### src/rtl/riscv_pipe_pkg.sv
// Shared definitions for the RISC-V pipeline boundary registers.
package riscv_pipe_pkg;

  localparam int PC_W      = 32;
  localparam int INSTR_W   = 32;
  localparam int PAYLOAD_W = PC_W + INSTR_W;

  // addi x0, x0, 0 -- the canonical RISC-V NOP
  localparam logic [INSTR_W-1:0] NOP_INSTR = 32'h0000_0013;

  // Payload shown by an empty stage: pc = 0 carrying a NOP
  localparam logic [PAYLOAD_W-1:0] BUBBLE_DEFAULT = {{PC_W{1'b0}}, NOP_INSTR};

  typedef struct packed {
    logic [PC_W-1:0]    pc;
    logic [INSTR_W-1:0] instr;
  } if_id_t;

  function automatic logic [PAYLOAD_W-1:0] pack_if_id(input logic [PC_W-1:0] pc,
                                                      input logic [INSTR_W-1:0] instr);
    if_id_t p;
    p.pc    = pc;
    p.instr = instr;
    return p;
  endfunction

endpackage

### src/rtl/pipe_stage.sv
// Pipeline boundary register with optional skid entry. The main register
// feeds downstream; the skid register absorbs one extra entry so that
// in_ready can be computed from registered state only.
module pipe_stage
  import riscv_pipe_pkg::*;
#(
  parameter int                DATA_W = PAYLOAD_W,
  parameter logic [DATA_W-1:0] BUBBLE = DATA_W'(BUBBLE_DEFAULT),
  parameter bit                SKID   = 1'b1
) (
  input  logic              clk,
  input  logic              rst,
  input  logic              flush,
  input  logic              pause,
  input  logic              in_valid,
  output logic              in_ready,
  input  logic [DATA_W-1:0] in_data,
  output logic              out_valid,
  input  logic              out_ready,
  output logic [DATA_W-1:0] out_data,
  output logic              out_bubble,
  output logic [1:0]        count
);

  logic              main_valid;
  logic [DATA_W-1:0] main_data;
  logic              skid_valid;
  logic [DATA_W-1:0] skid_data;
  logic              do_accept;
  logic              do_release;

  // Handshake and output view derived from the held entries; a flush drops
  // whatever would otherwise be accepted this cycle.
  always_comb begin
    if (SKID) begin
      in_ready = !skid_valid && !pause;
    end else begin
      in_ready = (!main_valid || out_ready) && !pause;
    end
    out_valid  = main_valid && !pause;
    do_accept  = in_valid && in_ready && !flush;
    do_release = out_valid && out_ready;
    out_data   = main_valid ? main_data : BUBBLE;
    out_bubble = !main_valid;
    count      = {1'b0, main_valid} + {1'b0, skid_valid};
  end

  // Entry storage: reset beats flush beats pause; otherwise the skid entry
  // is promoted as main leaves and new data fills the oldest free slot.
  always_ff @(posedge clk) begin
    if (rst) begin
      main_valid <= 1'b0;
      skid_valid <= 1'b0;
      main_data  <= BUBBLE;
      skid_data  <= BUBBLE;
    end else if (flush) begin
      main_valid <= 1'b0;
      skid_valid <= 1'b0;
    end else if (!pause) begin
      if (do_release) begin
        if (skid_valid) begin
          main_data  <= skid_data;
          skid_valid <= 1'b0;
        end else if (do_accept) begin
          main_data <= in_data;
        end else begin
          main_valid <= 1'b0;
        end
      end else if (do_accept) begin
        if (!main_valid) begin
          main_valid <= 1'b1;
          main_data  <= in_data;
        end else if (SKID) begin
          skid_valid <= 1'b1;
          skid_data  <= in_data;
        end
      end
    end
  end

endmodule

### config.mk
export PLATFORM = sky130hd
export DESIGN_NAME = pipe_stage
export DESIGN_NICKNAME = d
export VERILOG_FILES = /design/src/rtl/riscv_pipe_pkg.sv /design/src/rtl/pipe_stage.sv
export SDC_FILE = /design/constraint.sdc
export NUM_CORES = 1
export LEC_CHECK = 0
export BUFFER_PORTS_ARGS = -buffer_cell sky130_fd_sc_hd__buf_4
export CORE_ASPECT_RATIO = 1.25
export CORE_MARGIN = 2
export CORE_UTILIZATION = 45
export DETAILED_ROUTE_END_ITERATION = 10
export GPL_TIMING_DRIVEN = 1
export PLACE_DENSITY = 0.76
export SYNTH_ARGS = -nofsm -noshare
export SYNTH_HDL_FRONTEND = slang
export SYNTH_SLANG_ARGS = --single-unit
### constraint.sdc
create_clock -name clk -period 3.85 [get_ports clk]
set_clock_uncertainty 0.2 [all_clocks]
set_input_delay 0.1925 -clock clk [delete_from_list [all_inputs] [get_ports clk]]
set_output_delay 0.1925 -clock clk [all_outputs]
set_load 0.05 [all_outputs]
==> out/qor.txt, run 1 <==
final worst slack = 1.36 ns
register area share after synthesis = 43.8%
Initial Utilization = 46.5%
final worst path period share = 64.7%
Final setup viols = 0
clock sinks = 130
Max rail drop VDD = 0.240 mV
CP Launch Type = input port
pwr dens = 388 nW/um^2
EDFF count, synth = 0
clock-pin transition on the worst setup and hold timing paths = 0.05 ns
Core Footprint = 12800 um^2
FF-to-FF Start = main_valid
Final Wtd Congestion = 0.753
Setup Buffers After CTS = 0
Net Sw Frac = 23.2%
root buffer cell = clkbuf_16
critical path's top delay family = compound AO/OA/AOI/OAI gates
IO buf count = 138
Syn Inst Count = 725
post-DP HPWL = 8620 um
hold depth = 2
Worst Hold Class = input port to flop
RSZ-0062 raised after global routing = no
share of cells above drive strength 1 = 27.2%
DR WL/cell = 13.5 um
cell taking the most area after synthesis = dfxtp_1
FF-to-FF path depth = 5
vias in the first global route = 5157
share of the synthesized area in the top cell type = 43.8%
Max Freq = 402 MHz
Hold Vio Cnt, Final = 0
routed vias/inst = 5.03
Endpoint, Worst Hold = skid_data[46]
# resized after CTS = 0
Clk pwr share = 46.4%
Rows = 46
max-cap violations = 0
Hold-fix buffers, CTS = 68
synthesized area per cell = 8.20 um^2
hold path start = rst
most common cell after layout, fill and taps aside = nand2_1
Synth async-reset ratio = 0%
Final #Nets = 971
Buffers & Inverters on Critical Path = 3
Die W = 107 um
most frequent cells in the layout = 257 x nand2_1, 144 x buf_4, 129 x dfxtp_1
drt pass-1 iters = 5
first-pass GRT wire length = 24000 um
remaining antenna violation count = 0
Worst setup EP type = flop
Pint = 2.48 mW
vias after detailed routing = 5434
IO Pins = 139
Total GRT Usage = 21.0%
CTS Buffer Depth = 2
Worst Path Max Fanout = 30
worst setup path class = input port to flop
H-tree lvl count = 4
part of the power in registers = 43.4%
count of pins over their slew limit = 0
worst-skew pair later-pin latency = 0.41 ns
Syn. warnings = 0
Rel. slew slack = 37.1%
Combinational Power Share = 10.1%
mapped cell area = 5940 um^2
worst slack, placed = 1.40 ns
Synth Register Bits = 130
slowest CP cell = a2111oi_4
TritonCTS clock tree = yes
Iter 0 DRT Violations = 278
GRT Residual Overflow = 0
setup TNS = 0 ns
CTS Buf Count = 17
n_diodes = 0
Final Critical Period = 2.49 ns
Yosys cell types = 27
internal reg-to-reg setup slack = 1.36 ns
Slew @ Worst Pin = 0.944 ns
Total Wirelength = 14600 um
max incr delay on CP = 0.87 ns
fin area = 8310 um^2
initial antenna violation count = 0
Die Area = 14200 um^2
pin count of the biggest net entering global routing = 65
Area Overhead vs Synth = 39.8%
Die H = 133 um
Lkg Pwr = 3.22 nW
Worst EP required = 3.96 ns
CP Cell Sequence = dlygate4sd3_1 > buf_4 > or2_1 > a2111oi_4 > buf_12 > nor2_1 > a311oi_2
r2r endpoint = main_data[2]
Post-Syn Nets = 796
Net Sw Power = 0.748 mW
Main synth FF type = dfxtp_1
Fill cells = 1068
Cell Area, Placed = 7070 um^2
DRC = 0
Crit path arrival time = 2.60 ns
status = finished clean
most area-consuming cells after synthesis = dfxtp_1 44%, nand2_1 16%, a311oi_2 15%
==> cells in the mapped netlist, drive strengths merged, types with 2 or more instances <==
master	number
buf	17
and2	61
nand3b	3
nand2	257
nor2	64
clkbuf	47
a311oi	61
a31oi	3
nand2b	3
a2111oi	2
dfxtp	130
a21oi	62
nor2b	2
nor3	4
==> worst register-to-register path, stage by stage (launching register included) <==
cell	delay, ns
dfxtp_2	0.40
nor2b_1	0.42
and3_2	0.74
buf_12	0.27
nand2_1	0.11
a311oi_2	0.26
==> worst max path at each step <==
| stage | from | depth (start not counted) | slack [ns] | end |
|---|---|---|---|---|
| finish | flush | 7 | 1.36 | main_data[15] |
| global route | main_valid | 5 | 1.19 | skid_data[63] |
| CTS | flush | 7 | 1.35 | main_data[15] |
| detailed placement | main_valid | 5 | 1.40 | main_data[53] |
| global placement | pause | 6 | 1.49 | main_data[14] |
| floorplan | main_valid | 5 | 1.70 | main_data[42] |
==> layout make-up <==
type | instances | area (um^2) | share of cell area (%)
clock inverter | 10 | 85.1 | 1.02
sequential | 130 | 2600 | 31.3
multi-input combinational | 530 | 3010 | 36.3
tap | 168 | 210 | 2.53
clock buffer | 21 | 470 | 5.66
timing repair buffer | 220 | 1920 | 23.1
inverter | 1 | 3.75 | 0.0452
==> logic make-up after synthesis <==
family | share of synthesized area [%]
and+or+nand+nor | 28.7
buffers and inverters | 5.66
adders and majority gates | 0.210
DFF | 43.8
AOI/OAI and AO/OA | 21.7
==> metal layers <==
metal,track usage (%),wire length (um),up-vias
li1,-,-,2755
met1,24.1,6090,2508
met2,38.0,7560,148
met3,4.48,662,23
met4,7.72,259,0
met5,0,0,-
==> state kept, by name, indices dropped and copies added (netlist names) <==
register    cells
skid_data      64
main_data      64
skid_valid      1
main_valid      1
==> power by group through the flow <==
stage                     Clock (mW)  Combinational [mW]  Sequential (mW)
final                           1.50               0.326             1.40
after global routing            1.58               0.355             1.40
after CTS                       1.52               0.327             1.40
after detailed placement           0               0.273             1.43
after global placement             0               0.269             1.43
after floorplan                    0               0.174             1.42
==> per-stage QoR <==
stage | utilization [%] | std cells | hold slack, ns | power, mW
5_1_grt | 65.0 | 1080 | 0.0635 | 3.34
6_report | 65.0 | 1080 | 0.0431 | 3.22
3_5_place_dp | 55.3 | 981 | 0.188 | 1.70
4_1_cts | 65.0 | 1080 | 0.0337 | 3.24
3_3_place_gp | 55.3 | 981 | 0.192 | 1.70
2_1_floorplan | - | 725 | 0.0718 | 1.60
(Power assumes the default switching activity.)
==> inputs of run 2 (changes only) <==
==> constraint.sdc (replaced) <==
create_clock -name clk -period 2.6 [get_ports clk]
set_clock_uncertainty 0.2 [all_clocks]
set_input_delay 0.13 -clock clk [delete_from_list [all_inputs] [get_ports clk]]
set_output_delay 0.13 -clock clk [all_outputs]
set_load 0.05 [all_outputs]
==> out/qor.txt, run 2 (synthesis gave the netlist of run 1 again) <==
count of pins over their slew limit = 0 (unchanged)
TritonCTS clock tree = yes (unchanged)
critical path's top delay family = buffers and inverters (was compound AO/OA/AOI/OAI gates)
Total GRT Usage = 21.7% (was 21.0%)
remaining antenna violation count = 0 (unchanged)
internal reg-to-reg setup slack = 0.17 ns (was 1.36 ns)
root buffer cell = clkbuf_16 (unchanged)
Area Overhead vs Synth = 41.0% (was 39.8%)
hold path start = in_valid (was rst)
Die Area = 14200 um^2 (unchanged)
Fill cells = 1085 (was 1068)
Rows = 46 (unchanged)
share of cells above drive strength 1 = 27.0% (was 27.2%)
status = finished clean (unchanged)
most common cell after layout, fill and taps aside = nand2_1 (unchanged)
post-DP HPWL = 8520 um (was 8620 um)
most frequent cells in the layout = 257 x nand2_1, 145 x buf_4, 129 x dfxtp_1 (was 257 x nand2_1, 144 x buf_4, 129 x dfxtp_1)
initial antenna violation count = 0 (unchanged)
Max Freq = 411 MHz
first-pass GRT wire length = 24900 um (was 24000 um)
Critical Path Start = main_valid (was flush)
drt pass-1 iters = 5 (unchanged)
vias after detailed routing = 5501 (was 5434)
DR WL/cell = 14.1 um (was 13.5 um)
H-tree lvl count = 4 (unchanged)
clock sinks = 130 (unchanged)
count of placed standard cells including taps = 980 (was 981)
Die H = 133 um (unchanged)
Worst Path Max Fanout = 56 (was 30)
final worst slack = 0.167 ns (was 1.36 ns)
IO buf count = 138 (unchanged)
CP Cell Sequence = nor2b_2 > and4b_4 > buf_12 > nand2_1 > a21oi_1 > dlygate4sd3_1 (was dlygate4sd3_1 > buf_4 > or2_1 > a2111oi_4 > buf_12 > nor2_1 > a311oi_2)
fin area = 8380 um^2 (was 8310 um^2)
Iter 0 DRT Violations = 289 (was 278)
Final #Nets = 978 (was 971)
Max rail drop VDD = 0.399 mV (was 0.240 mV)
Worst setup EP type = flop (unchanged)
Rel. slew slack = 68.7% (was 37.1%)
Worst Hold Class = input port to flop (unchanged)
Buffers & Inverters on Critical Path = 2 (was 3)
GRT Residual Overflow = 0 (unchanged)
CTS Buffer Depth = 2 (unchanged)
IO Pins = 139 (unchanged)
Final Critical Period = 2.43 ns
DRC = 0 (unchanged)
Layout Cells excl Fill = 1087 (was 1080)
Initial Utilization = 46.5% (unchanged)
Cell Area, Placed = 7040 um^2 (was 7070 um^2)
vias in the first global route = 5319 (was 5157)
max incr delay on CP = 0.56 ns (was 0.87 ns)
FF-to-FF Start = main_valid (unchanged)
Die W = 107 um (unchanged)
Worst EP required = 2.75 ns (was 3.96 ns)
final worst path period share = 93.6%
Final Wtd Congestion = 0.753 (about the same)
max-cap violations = 0 (unchanged)
slowest CP cell = dlygate4sd3_1 (was a2111oi_4)
pwr dens = 580 nW/um^2 (was 388 nW/um^2)
Final setup viols = 0 (unchanged)
Total Wirelength = 15400 um (was 14600 um)
worst setup path class = flop to flop (was input port to flop)
CTS Buf Count = 17 (unchanged)
Slew @ Worst Pin = 0.470 ns (was 0.944 ns)
worst slack, placed = 0.523 ns (was 1.40 ns)
fin util = 65.6% (was 65.0%)
CP Launch Type = flop (was input port)
routed vias/inst = 5.06 (was 5.03)
Core Footprint = 12800 um^2 (unchanged)
clock-pin transition on the worst setup and hold timing paths = 0.05 ns (about the same)
biggest regs = main_data: 64 flops, skid_data: 64 flops (unchanged)
n_diodes = 0 (unchanged)
pin count of the biggest net entering global routing = 65 (unchanged)
worst-skew pair later-pin latency = 0.40 ns (was 0.41 ns)
Lkg Pwr = 3.28 nW (was 3.22 nW)
Crit path arrival time = 2.58 ns (was 2.60 ns)
Hold Vio Cnt, Final = 0 (unchanged)
[run 2: layer usage]
layer / share of wire, % / global-route usage [%] / wire length [um] / up-vias
li1: - / - / - / 2769
met5: 0 / 0 / 0 / -
met1: 42 / 25.5 / 6460 / 2558
met2: 52 / 38.4 / 7940 / 145
met3: 3.7 / 4.14 / 566 / 29
met4: 2.7 / 9.02 / 412 / 0
[run 2: tightest hold or removal path: stages]
cell and delay (ns):
buf_4 0.14, and4b_4 0.26, nand2_1 0.07, a21oi_1 0.05
[run 2: per-stage QoR]
stage | hold WS [ns] | power (mW) | TNS [ns]
2_1_floorplan | 0.00931 | 2.37 | 0
3_3_place_gp | 0.127 | 2.51 | 0
3_5_place_dp | 0.134 | 2.51 | 0
4_1_cts | 0.170 | 4.89 | 0
5_1_grt | 0.116 | 5.04 | -0.0127
6_report | 0.102 | 4.86 | 0
[run 2: power by group]
part           switching (mW)  total [mW]  internal (mW)  leakage, nW
registers              0.0251        2.07           2.05         1.06
clock network           0.831        2.31           1.47        0.284
logic                   0.244       0.484          0.240         1.94
total                    1.10        4.86           3.76         3.28
[run 2: final cells by class]
type | instances | area [um^2] | share of cell area (%)
clock buffers | 21 | 470 | 5.61
clock inverters | 10 | 109 | 1.30
inverters | 1 | 3.75 | 0.0448
multi-input cells | 530 | 3020 | 36.0
flip-flops and latches | 130 | 2600 | 31.1
well taps | 168 | 210 | 2.51
repair buffers | 227 | 1970 | 23.5
[run 2: final timing paths]
check,endpoint,cells after the start
min reg2reg,skid_data[5],2
max reg2reg,skid_data[31],6
min,skid_data[57],4
max,skid_data[31],6
[run 2: what timing repair did]
item	CTS	global route
hold buffers	76	0
setup endpoints to repair	0	6
setup buffers	0	0
hold endpoints to repair	130	0
gates resized for setup	0	2
